$ cat src/rtl/int_dot_acc_pipe_if.sv
// Handshake bundle for int_dot_acc_pipe. It carries the operand-beat channel
// (valid/ready, lanes, mode, last) and the result channel (valid/ready, total, overflow).
interface int_dot_acc_pipe_if #(
    parameter int W_IN_A  = 8,
    parameter int W_IN_B  = 5,
    parameter int N_LANES = 4,
    parameter int W_ACC   = 32
);
    // Operand beat channel
    logic                        in_valid;
    logic                        in_ready;
    logic [N_LANES*W_IN_A-1:0]   in_a;
    logic [N_LANES*W_IN_B-1:0]   in_b;
    logic                        in_unsigned;
    logic                        in_last;

    // Result channel
    logic                        out_valid;
    logic                        out_ready;
    logic signed [W_ACC-1:0]     out_x;
    logic                        out_ovf;

    // Producer of beats / consumer of results
    modport master (
        output in_valid, in_a, in_b, in_unsigned, in_last, out_ready,
        input  in_ready, out_valid, out_x, out_ovf
    );

    // The dot-product unit itself
    modport slave (
        input  in_valid, in_a, in_b, in_unsigned, in_last, out_ready,
        output in_ready, out_valid, out_x, out_ovf
    );
endinterface

$ cat src/rtl/int_dot_acc_pipe.sv
// Pipelined N-lane integer dot-product unit with running accumulator.
// S1 registers the per-lane products, S2 registers the adder-tree sum, S3 folds
// the sum into the accumulator and emits the total on the beat marked last.
// A single global enable (no result stall) advances every stage together.
module int_dot_acc_pipe #(
    parameter int W_IN_A  = 8,
    parameter int W_IN_B  = 5,
    parameter int N_LANES = 4,
    parameter int W_ACC   = 32
) (
    input  logic                 clk,
    input  logic                 rst,
    int_dot_acc_pipe_if.slave    dp
);

    localparam int W_AE   = W_IN_A + 1;              // extended A operand
    localparam int W_BE   = W_IN_B + 1;              // extended B operand
    localparam int W_P    = W_IN_A + W_IN_B + 1;     // signed product width
    localparam int LVL    = $clog2(N_LANES);         // adder-tree depth
    localparam int N_LEAF = 1 << LVL;                // leaves padded to a power of two
    localparam int W_S    = W_P + LVL;               // tree sum width, cannot overflow

    typedef logic signed [W_P-1:0]   prod_t;
    typedef logic signed [W_S-1:0]   sum_t;
    typedef logic signed [W_ACC-1:0] acc_t;

    // Elaboration-time guards on the parameter set
    if (N_LANES < 1) begin : g_bad_lanes
        $error("int_dot_acc_pipe: N_LANES must be at least 1");
    end
    if (W_ACC < W_S) begin : g_bad_acc
        $error("int_dot_acc_pipe: W_ACC too narrow for one beat sum");
    end

    // ------------------------------------------------------------------
    // Stage registers
    // ------------------------------------------------------------------
    logic   en;

    logic   s1_valid_q, s1_valid_d;
    logic   s1_last_q,  s1_last_d;
    prod_t  s1_prod_q [N_LANES];
    prod_t  s1_prod_d [N_LANES];

    logic   s2_valid_q, s2_valid_d;
    logic   s2_last_q,  s2_last_d;
    acc_t   s2_sum_q,   s2_sum_d;

    acc_t   acc_q,      acc_d;
    logic   ovf_q,      ovf_d;
    acc_t   out_x_q,    out_x_d;
    logic   out_ovf_q,  out_ovf_d;
    logic   out_valid_q, out_valid_d;

    acc_t   acc_sum;
    logic   add_ovf;
    sum_t   tree [2*N_LEAF-1];

    // ------------------------------------------------------------------
    // Flow control: the only stall source is a result nobody takes yet.
    // out_ready -> in_ready is the single combinational path through the block.
    // ------------------------------------------------------------------
    assign en           = !(out_valid_q && !dp.out_ready);
    assign dp.in_ready  = en;
    assign dp.out_valid = out_valid_q;
    assign dp.out_x     = out_x_q;
    assign dp.out_ovf   = out_ovf_q;

    // S1 next state: extend each lane per this beat's mode bit and multiply
    always_comb begin
        logic signed [W_AE-1:0] a_ext;
        logic signed [W_BE-1:0] b_ext;
        // NOTE: every variable written in a combinational block gets a default
        // first, so no path through the block can leave it holding a stale value
        // (which would infer a latch).
        a_ext      = '0;
        b_ext      = '0;
        s1_valid_d = dp.in_valid;
        s1_last_d  = dp.in_last;
        for (int i = 0; i < N_LANES; i++) begin
            a_ext = {~dp.in_unsigned & dp.in_a[i*W_IN_A + W_IN_A - 1],
                     dp.in_a[i*W_IN_A +: W_IN_A]};
            b_ext = {~dp.in_unsigned & dp.in_b[i*W_IN_B + W_IN_B - 1],
                     dp.in_b[i*W_IN_B +: W_IN_B]};
            // The true product always fits in W_P signed bits, so the
            // W_P-wide evaluation loses nothing.
            s1_prod_d[i] = prod_t'(a_ext * b_ext);
        end
    end

    // S2 next state: balanced adder tree over the registered products
    always_comb begin
        for (int k = 0; k < 2*N_LEAF-1; k++) begin
            tree[k] = '0;
        end
        // Leaves live at the tail of the array; unused leaves stay zero
        for (int i = 0; i < N_LANES; i++) begin
            tree[N_LEAF-1+i] = sum_t'(s1_prod_q[i]);
        end
        // Node k sums its two children; tree[0] is the root
        for (int k = N_LEAF-2; k >= 0; k--) begin
            tree[k] = tree[2*k+1] + tree[2*k+2];
        end
        s2_valid_d = s1_valid_q;
        s2_last_d  = s1_last_q;
        s2_sum_d   = acc_t'(tree[0]);
    end

    // S3 next state: accumulate, track signed overflow, emit on last
    always_comb begin
        acc_sum = acc_q + s2_sum_q;
        add_ovf = (acc_q[W_ACC-1] == s2_sum_q[W_ACC-1]) &&
                  (acc_sum[W_ACC-1] != acc_q[W_ACC-1]);

        acc_d       = acc_q;
        ovf_d       = ovf_q;
        out_x_d     = out_x_q;
        out_ovf_d   = out_ovf_q;
        // Only consumed while enabled, i.e. when any held result is being
        // taken this cycle, so the default is to drop out_valid.
        out_valid_d = 1'b0;

        if (s2_valid_q) begin
            if (s2_last_q) begin
                out_x_d     = acc_sum;
                out_ovf_d   = ovf_q | add_ovf;
                out_valid_d = 1'b1;
                acc_d       = '0;
                ovf_d       = 1'b0;
            end else begin
                acc_d       = acc_sum;
                ovf_d       = ovf_q | add_ovf;
            end
        end
    end

    // Control and accumulator state: synchronous reset, advance on enable
    always_ff @(posedge clk) begin
        // NOTE: sequential state is assigned with non-blocking (<=) so every
        // register samples its inputs from before the edge, in any order.
        if (rst) begin
            s1_valid_q  <= 1'b0;
            s1_last_q   <= 1'b0;
            s2_valid_q  <= 1'b0;
            s2_last_q   <= 1'b0;
            acc_q       <= '0;
            ovf_q       <= 1'b0;
            out_x_q     <= '0;
            out_ovf_q   <= 1'b0;
            out_valid_q <= 1'b0;
        end else if (en) begin
            s1_valid_q  <= s1_valid_d;
            s1_last_q   <= s1_last_d;
            s2_valid_q  <= s2_valid_d;
            s2_last_q   <= s2_last_d;
            acc_q       <= acc_d;
            ovf_q       <= ovf_d;
            out_x_q     <= out_x_d;
            out_ovf_q   <= out_ovf_d;
            out_valid_q <= out_valid_d;
        end
    end

    // Datapath payload registers advance on enable
    always_ff @(posedge clk) begin
        // NOTE: payload registers are left without reset; they are only ever
        // consumed under a stage valid that is reset, so clearing them buys nothing.
        if (en) begin
            s1_prod_q <= s1_prod_d;
            s2_sum_q  <= s2_sum_d;
        end
    end

endmodule

$ cat src/flat_wrapper.sv
// flat-port wrapper written by rule: the top's interface ports become plain ports
module int_dot_acc_pipe_flat 
#(
    parameter int W_IN_A  = 8,
    parameter int W_IN_B  = 5,
    parameter int N_LANES = 4,
    parameter int W_ACC   = 32
)
  (clk, rst, dp_in_valid, dp_in_a, dp_in_b, dp_in_unsigned, dp_in_last, dp_out_ready, dp_in_ready, dp_out_valid, dp_out_x, dp_out_ovf);
  int_dot_acc_pipe_if #(.W_IN_A(W_IN_A), .W_IN_B(W_IN_B), .N_LANES(N_LANES), .W_ACC(W_ACC)) dp_i ();
  input  logic clk;
  input  logic rst;
  input wire logic [$bits(dp_i.in_valid)-1:0] dp_in_valid;
  input wire logic [$bits(dp_i.in_a)-1:0] dp_in_a;
  input wire logic [$bits(dp_i.in_b)-1:0] dp_in_b;
  input wire logic [$bits(dp_i.in_unsigned)-1:0] dp_in_unsigned;
  input wire logic [$bits(dp_i.in_last)-1:0] dp_in_last;
  input wire logic [$bits(dp_i.out_ready)-1:0] dp_out_ready;
  output wire logic [$bits(dp_i.in_ready)-1:0] dp_in_ready;
  output wire logic [$bits(dp_i.out_valid)-1:0] dp_out_valid;
  output wire logic [$bits(dp_i.out_x)-1:0] dp_out_x;
  output wire logic [$bits(dp_i.out_ovf)-1:0] dp_out_ovf;
  assign dp_i.in_valid = dp_in_valid;
  assign dp_i.in_a = dp_in_a;
  assign dp_i.in_b = dp_in_b;
  assign dp_i.in_unsigned = dp_in_unsigned;
  assign dp_i.in_last = dp_in_last;
  assign dp_i.out_ready = dp_out_ready;
  assign dp_in_ready = dp_i.in_ready;
  assign dp_out_valid = dp_i.out_valid;
  assign dp_out_x = dp_i.out_x;
  assign dp_out_ovf = dp_i.out_ovf;
  int_dot_acc_pipe #(.W_IN_A(W_IN_A), .W_IN_B(W_IN_B), .N_LANES(N_LANES), .W_ACC(W_ACC)) u_core (.clk(clk), .rst(rst), .dp(dp_i));
endmodule
$ cat config.mk
export PLATFORM = sky130hd
export DESIGN_NAME = int_dot_acc_pipe_flat
export DESIGN_NICKNAME = d
export VERILOG_FILES = /design/src/rtl/int_dot_acc_pipe_if.sv /design/src/rtl/int_dot_acc_pipe.sv /design/src/flat_wrapper.sv
export SDC_FILE = /design/constraint.sdc
export NUM_CORES = 1
export LEC_CHECK = 0
export BUFFER_PORTS_ARGS = -buffer_cell sky130_fd_sc_hd__buf_2
export CAP_MARGIN = 40
export CELL_PAD_IN_SITES_DETAIL_PLACEMENT = 2
export CELL_PAD_IN_SITES_GLOBAL_PLACEMENT = 2
export CORE_ASPECT_RATIO = 0.9
export CORE_UTILIZATION = 30
export CTS_CLUSTER_SIZE = 30
export DETAILED_ROUTE_END_ITERATION = 12
export GPL_TIMING_DRIVEN = 0
export PLACE_DENSITY_LB_ADDON = 0.2
export SLEW_MARGIN = 0
export SYNTH_ARGS = -nofsm -noshare
export SYNTH_HDL_FRONTEND = slang
export SYNTH_SLANG_ARGS = --single-unit
$ cat constraint.sdc
create_clock -name clk -period 4.3 [get_ports clk]
set_input_delay 0.215 -clock clk [delete_from_list [all_inputs] [get_ports clk]]
set_output_delay 0.215 -clock clk [all_outputs]
set_load 0.05 [all_outputs]
==> results.rst <==
.. list-table::
   :header-rows: 1

   * - Metric
     - Value
   * - Outcome
     - finished, final reports clean
   * - Fraction of synthesis flops using an asynchronous set or reset pin
     - 0
   * - Power spent charging and discharging nets
     - 4.887 mW
   * - Placement Setup Slack
     - -676.6 ps
   * - CP Data Arrival Time
     - 4340 ps
   * - Final setup margin
     - 138.9 ps
   * - Clock-pin slew reported for the worst setup and hold paths after clock tree synthesis
     - ~70 ps
   * - Worst Setup Path Type
     - input pin to flip-flop
   * - Worst setup path end
     - u_core.s1_prod_q[13]
   * - Die outline area
     - around 47,000 um^2
   * - Final clock skew
     - 11.25 ps
   * - IO Pins
     - 93
   * - P_int
     - 6.242 mW
   * - Effective utilization at floorplan
     - 0.3050
   * - Number of buffers added to fix hold violations after cts
     - 0
   * - Unrepaired setup endpoints after global routing
     - true
   * - Most common cell after layout, fill and taps aside
     - sky130_fd_sc_hd__fa_1
   * - Total global routing overflow
     - 0
   * - Cells after Synth
     - 1,341
   * - Detail Route Antenna Nets
     - 0
   * - Final Max Slew Viols
     - 0
   * - Maximum level of the CTS H-tree
     - 4
   * - Setup slack, reg-to-reg
     - 270 ps
   * - Clk sink count
     - 143
   * - Count of flip-flops with a built-in enable after synthesis
     - 72
   * - Startpoint type of the worst setup path
     - input pin
   * - Count of distinct cell types in the synthesized netlist
     - 53
   * - Number of nets at the end of the flow
     - about 1,800
   * - Total non-filler cell area in the finished layout
     - 16,090 um^2
   * - Static leakage
     - approximately 7.4 nW
   * - Clock Path Buffers
     - 2
   * - Number of global-route vias before repair
     - ~11,000
   * - CP endpoint kind
     - flip-flop
   * - Net count after synthesis
     - 1,715
   * - Primary flip-flop cell chosen by synthesis mapping
     - sky130_fd_sc_hd__edfxtp_1
   * - Count of standard-cell rows
     - 74
   * - Total power density per cell area
     - 691.8 nW/um^2
   * - Tightest Hold Check Type
     - input pin to flip-flop
   * - Maximum vdd ir drop
     - slightly above 0.0005 V
   * - Maximum capacitance violations
     - 0
   * - Average wire per cell in the routed design
     - 17.24 um
   * - Chip Width
     - 228.6 um
   * - Min Tclk post-route
     - 4161 ps
   * - Number of placed cells counting well taps
     - 2,042
   * - Proportion of power drawn by the clock network
     - 0.133
   * - Buffers on Ports
     - 90
   * - Layout overhead on the synthesized area
     - 16.02%
   * - Register bit total from synthesis
     - 143
   * - Overall track demand over capacity in global routing
     - 0.1619
   * - Clock latency of the later-clocked register in the worst-skew pair
     - ~440 ps
   * - Detailed-route vias per instance
     - 4.692
   * - Vias post-DR
     - 9,825
   * - Least-Margin Pin Slew
     - 700.2 ps
   * - Non-filler cells in the finished layout
     - 2,094
   * - Sequential share of power
     - 0.223
   * - Final hold violation count
     - 0
   * - Aggregate routed wire length
     - 36,090 um
   * - Clock Root Buffer
     - sky130_fd_sc_hd__clkbuf_16
   * - Antenna violations before repair
     - 0
   * - Final Cycle Share
     - 0.9677
   * - Path depth of the worst reg2reg path
     - 15
   * - Placeable core region
     - 45,460 um^2
   * - Half-perimeter wire length after detailed placement
     - 29,770 um
   * - Combinational share of power
     - 0.644
   * - Final RePlAce weighted congestion
     - 0.8270
   * - Initial DRC Count
     - about 280
   * - Clock tree from TritonCTS
     - built
   * - Commonest cells after routing, fill and taps aside
     - 170 x sky130_fd_sc_hd__fa_1, 150 x sky130_fd_sc_hd__inv_1, 149 x sky130_fd_sc_hd__and2_1
   * - Residual DRC count
     - 0
   * - First-pass iteration count of the detailed router
     - 6
   * - Critical Path Start
     - dp_in_unsigned
   * - End of the worst register-to-register path
     - u_core.s2_sum_q[15]
   * - Startpoint of the most critical register-to-register path
     - u_core.s1_prod_q[15]
   * - Number of warnings printed during yosys synthesis
     - 0
   * - Endpoints failing setup
     - 0
   * - Wire length of the first global-routing pass
     - 60,040 um
   * - Sequential fraction of the synthesis area
     - 0.2584
   * - CP required
     - 4470 ps
   * - Netlist area before placement
     - 13,870 um^2
   * - Share of final-layout standard cells stronger than drive strength 1
     - 0.1380
   * - Largest net degree at the start of global routing
     - roughly 70
   * - Maximum operating frequency
     - 240.3 MHz
   * - Diode insertion count for antenna repair
     - 0
   * - Critical-path maximum fanout
     - 6
   * - Height of the die
     - 206.0 um
   * - Post-Place Cell Area
     - 15,230 um^2
   * - Number of buffers created by CTS
     - 17
   * - Mean Syn Cell Area
     - 10.34 um^2
   * - Worst slew slack as a fraction of its limit
     - 0.5332
   * - Switching power as a share of total power
     - 0.4391
[repair_timing]
action                     CTS  global route
setup buffers                8            13
gates resized for setup     14            26
setup endpoints to repair    7            13
pin swaps                   17            32
[critical path: stages]
cell	delay, ps
sky130_fd_sc_hd__buf_12	110
sky130_fd_sc_hd__nand2b_4	130
sky130_fd_sc_hd__buf_6	120
sky130_fd_sc_hd__or2_4	220
sky130_fd_sc_hd__fa_1	480
sky130_fd_sc_hd__fa_1	510
sky130_fd_sc_hd__inv_2	40
sky130_fd_sc_hd__fa_1	480
sky130_fd_sc_hd__fa_1	540
sky130_fd_sc_hd__ha_1	310
sky130_fd_sc_hd__a21o_1	190
sky130_fd_sc_hd__a21oi_2	170
sky130_fd_sc_hd__o21bai_1	120
sky130_fd_sc_hd__a21oi_2	170
sky130_fd_sc_hd__o21bai_1	110
sky130_fd_sc_hd__a21oi_2	200
sky130_fd_sc_hd__o21ai_2	90
sky130_fd_sc_hd__xnor2_1	130
[synthesized netlist by cell type (all sizes together) (2+ instances only)]
cell / count / area, um^2
xor2: 25 / 219.0
fa: 174 / 3483
o21a: 4 / 30.03
nor3: 6 / 30.03
inv: 152 / 570.6
ha: 142 / 1777
a211oi: 4 / 40.03
a22o: 25 / 219.0
or2: 8 / 50.05
and3: 3 / 18.77
buf: 3 / 15.01
a22oi: 21 / 157.7
a31oi: 2 / 18.77
nand3b: 7 / 52.55
o21ai: 39 / 202.7
a32o: 2 / 20.02
clkbuf: 25 / 93.84
a41oi: 2 / 17.52
nand3: 5 / 25.02
dfxtp: 71 / 1421
nor2: 90 / 337.8
xnor2: 74 / 648.1
mux2i: 6 / 60.06
o211ai: 5 / 47.54
o21bai: 15 / 112.6
and2: 149 / 932.1
nand2b: 8 / 50.05
a21boi: 2 / 15.02
nand4: 6 / 37.54
nand2: 67 / 251.5
o221ai: 2 / 17.52
a21oi: 78 / 394.1
edfxtp: 72 / 2162
a21o: 21 / 157.7
nor2b: 14 / 87.58
or3: 3 / 18.77
[registers in the layout, indices dropped and copies added (netlist names)]
| signal | count |
|---|---|
| u_core.s2_valid_q | 1 |
| u_core.dp.out_x | 32 |
| u_core.s1_prod_q | 56 |
| u_core.s2_sum_q | 16 |
| u_core.s1_last_q | 1 |
| u_core.acc_q | 32 |
| u_core.ovf_q | 1 |
| u_core.dp.out_ovf | 1 |
| u_core.s2_last_q | 1 |
| u_core.s1_valid_q | 1 |
| u_core.dp.out_valid | 1 |
[power by group through the flow]
stage	registers, mW	logic [mW]	clock network, mW
detailed placement	2.53	6.99	0
global placement	2.55	6.62	0
CTS	2.50	7.16	1.53
global route	2.53	8.10	1.58
floorplan	2.43	5.19	0
finish	2.48	7.17	1.48
[metrics by stage]
stage               setup TNS, ps  hold slack, ps    util  power [mW]
CTS                             0           61.67  0.3506       11.19
global placement            -5626           419.6  0.3339       9.171
floorplan                  -74.19           362.2       -       7.619
finish                          0           76.29  0.3539       11.13
detailed placement          -6902           433.4  0.3351       9.524
global route               -38.97           78.58  0.3539       12.21
[layout make-up]
| cell class | instances | area [um^2] |
|---|---|---|
| multi-input combinational | 1018 | 9753 |
| buffer | 27 | 165.2 |
| clock buffer | 18 | 450.4 |
| clock inverter | 14 | 128.9 |
| timing repair buffer | 114 | 675.6 |
| fill | 4882 | 29370 |
| sequential | 143 | 3583 |
| tap | 608 | 760.7 |
| inverter | 152 | 570.5 |
[cells by family (layout without fill, tap and decap cells)]
kind of cell	count (synthesis)	in the layout	share of synthesized area
buf+inv	180	325	0.04899
flops	143	143	0.2584
compound gates	228	228	0.1083
simple gates	369	369	0.1381
xor+xnor	99	99	0.06253
mux	6	6	0.004331
fa+ha+maj	316	316	0.3793
[worst min path at each step]
stage	to	cells after the start	slack [ps]	from
after floorplan	u_core.s1_last_q	2	360	dp_in_last
after global placement	u_core.dp.out_ovf	2	420	u_core.dp.out_ovf
after detailed placement	u_core.dp.out_ovf	2	430	u_core.dp.out_ovf
after CTS	u_core.s1_valid_q	3	60	dp_in_valid
after global routing	u_core.s1_valid_q	3	80	dp_in_valid
final	u_core.s1_last_q	3	80	dp_in_last
[metal layers]
| layer | track usage | routed length [um] | vias to the layer above |
|---|---|---|---|
| li1 | - | - | 4722 |
| met1 | 0.2043 | 16550 | 5007 |
| met2 | 0.2931 | 18410 | 70 |
| met3 | 0.01987 | 558 | 26 |
| met4 | 0.03931 | 573 | 0 |
| met5 | 0 | 0 | - |
(Power assumes the default switching activity.)
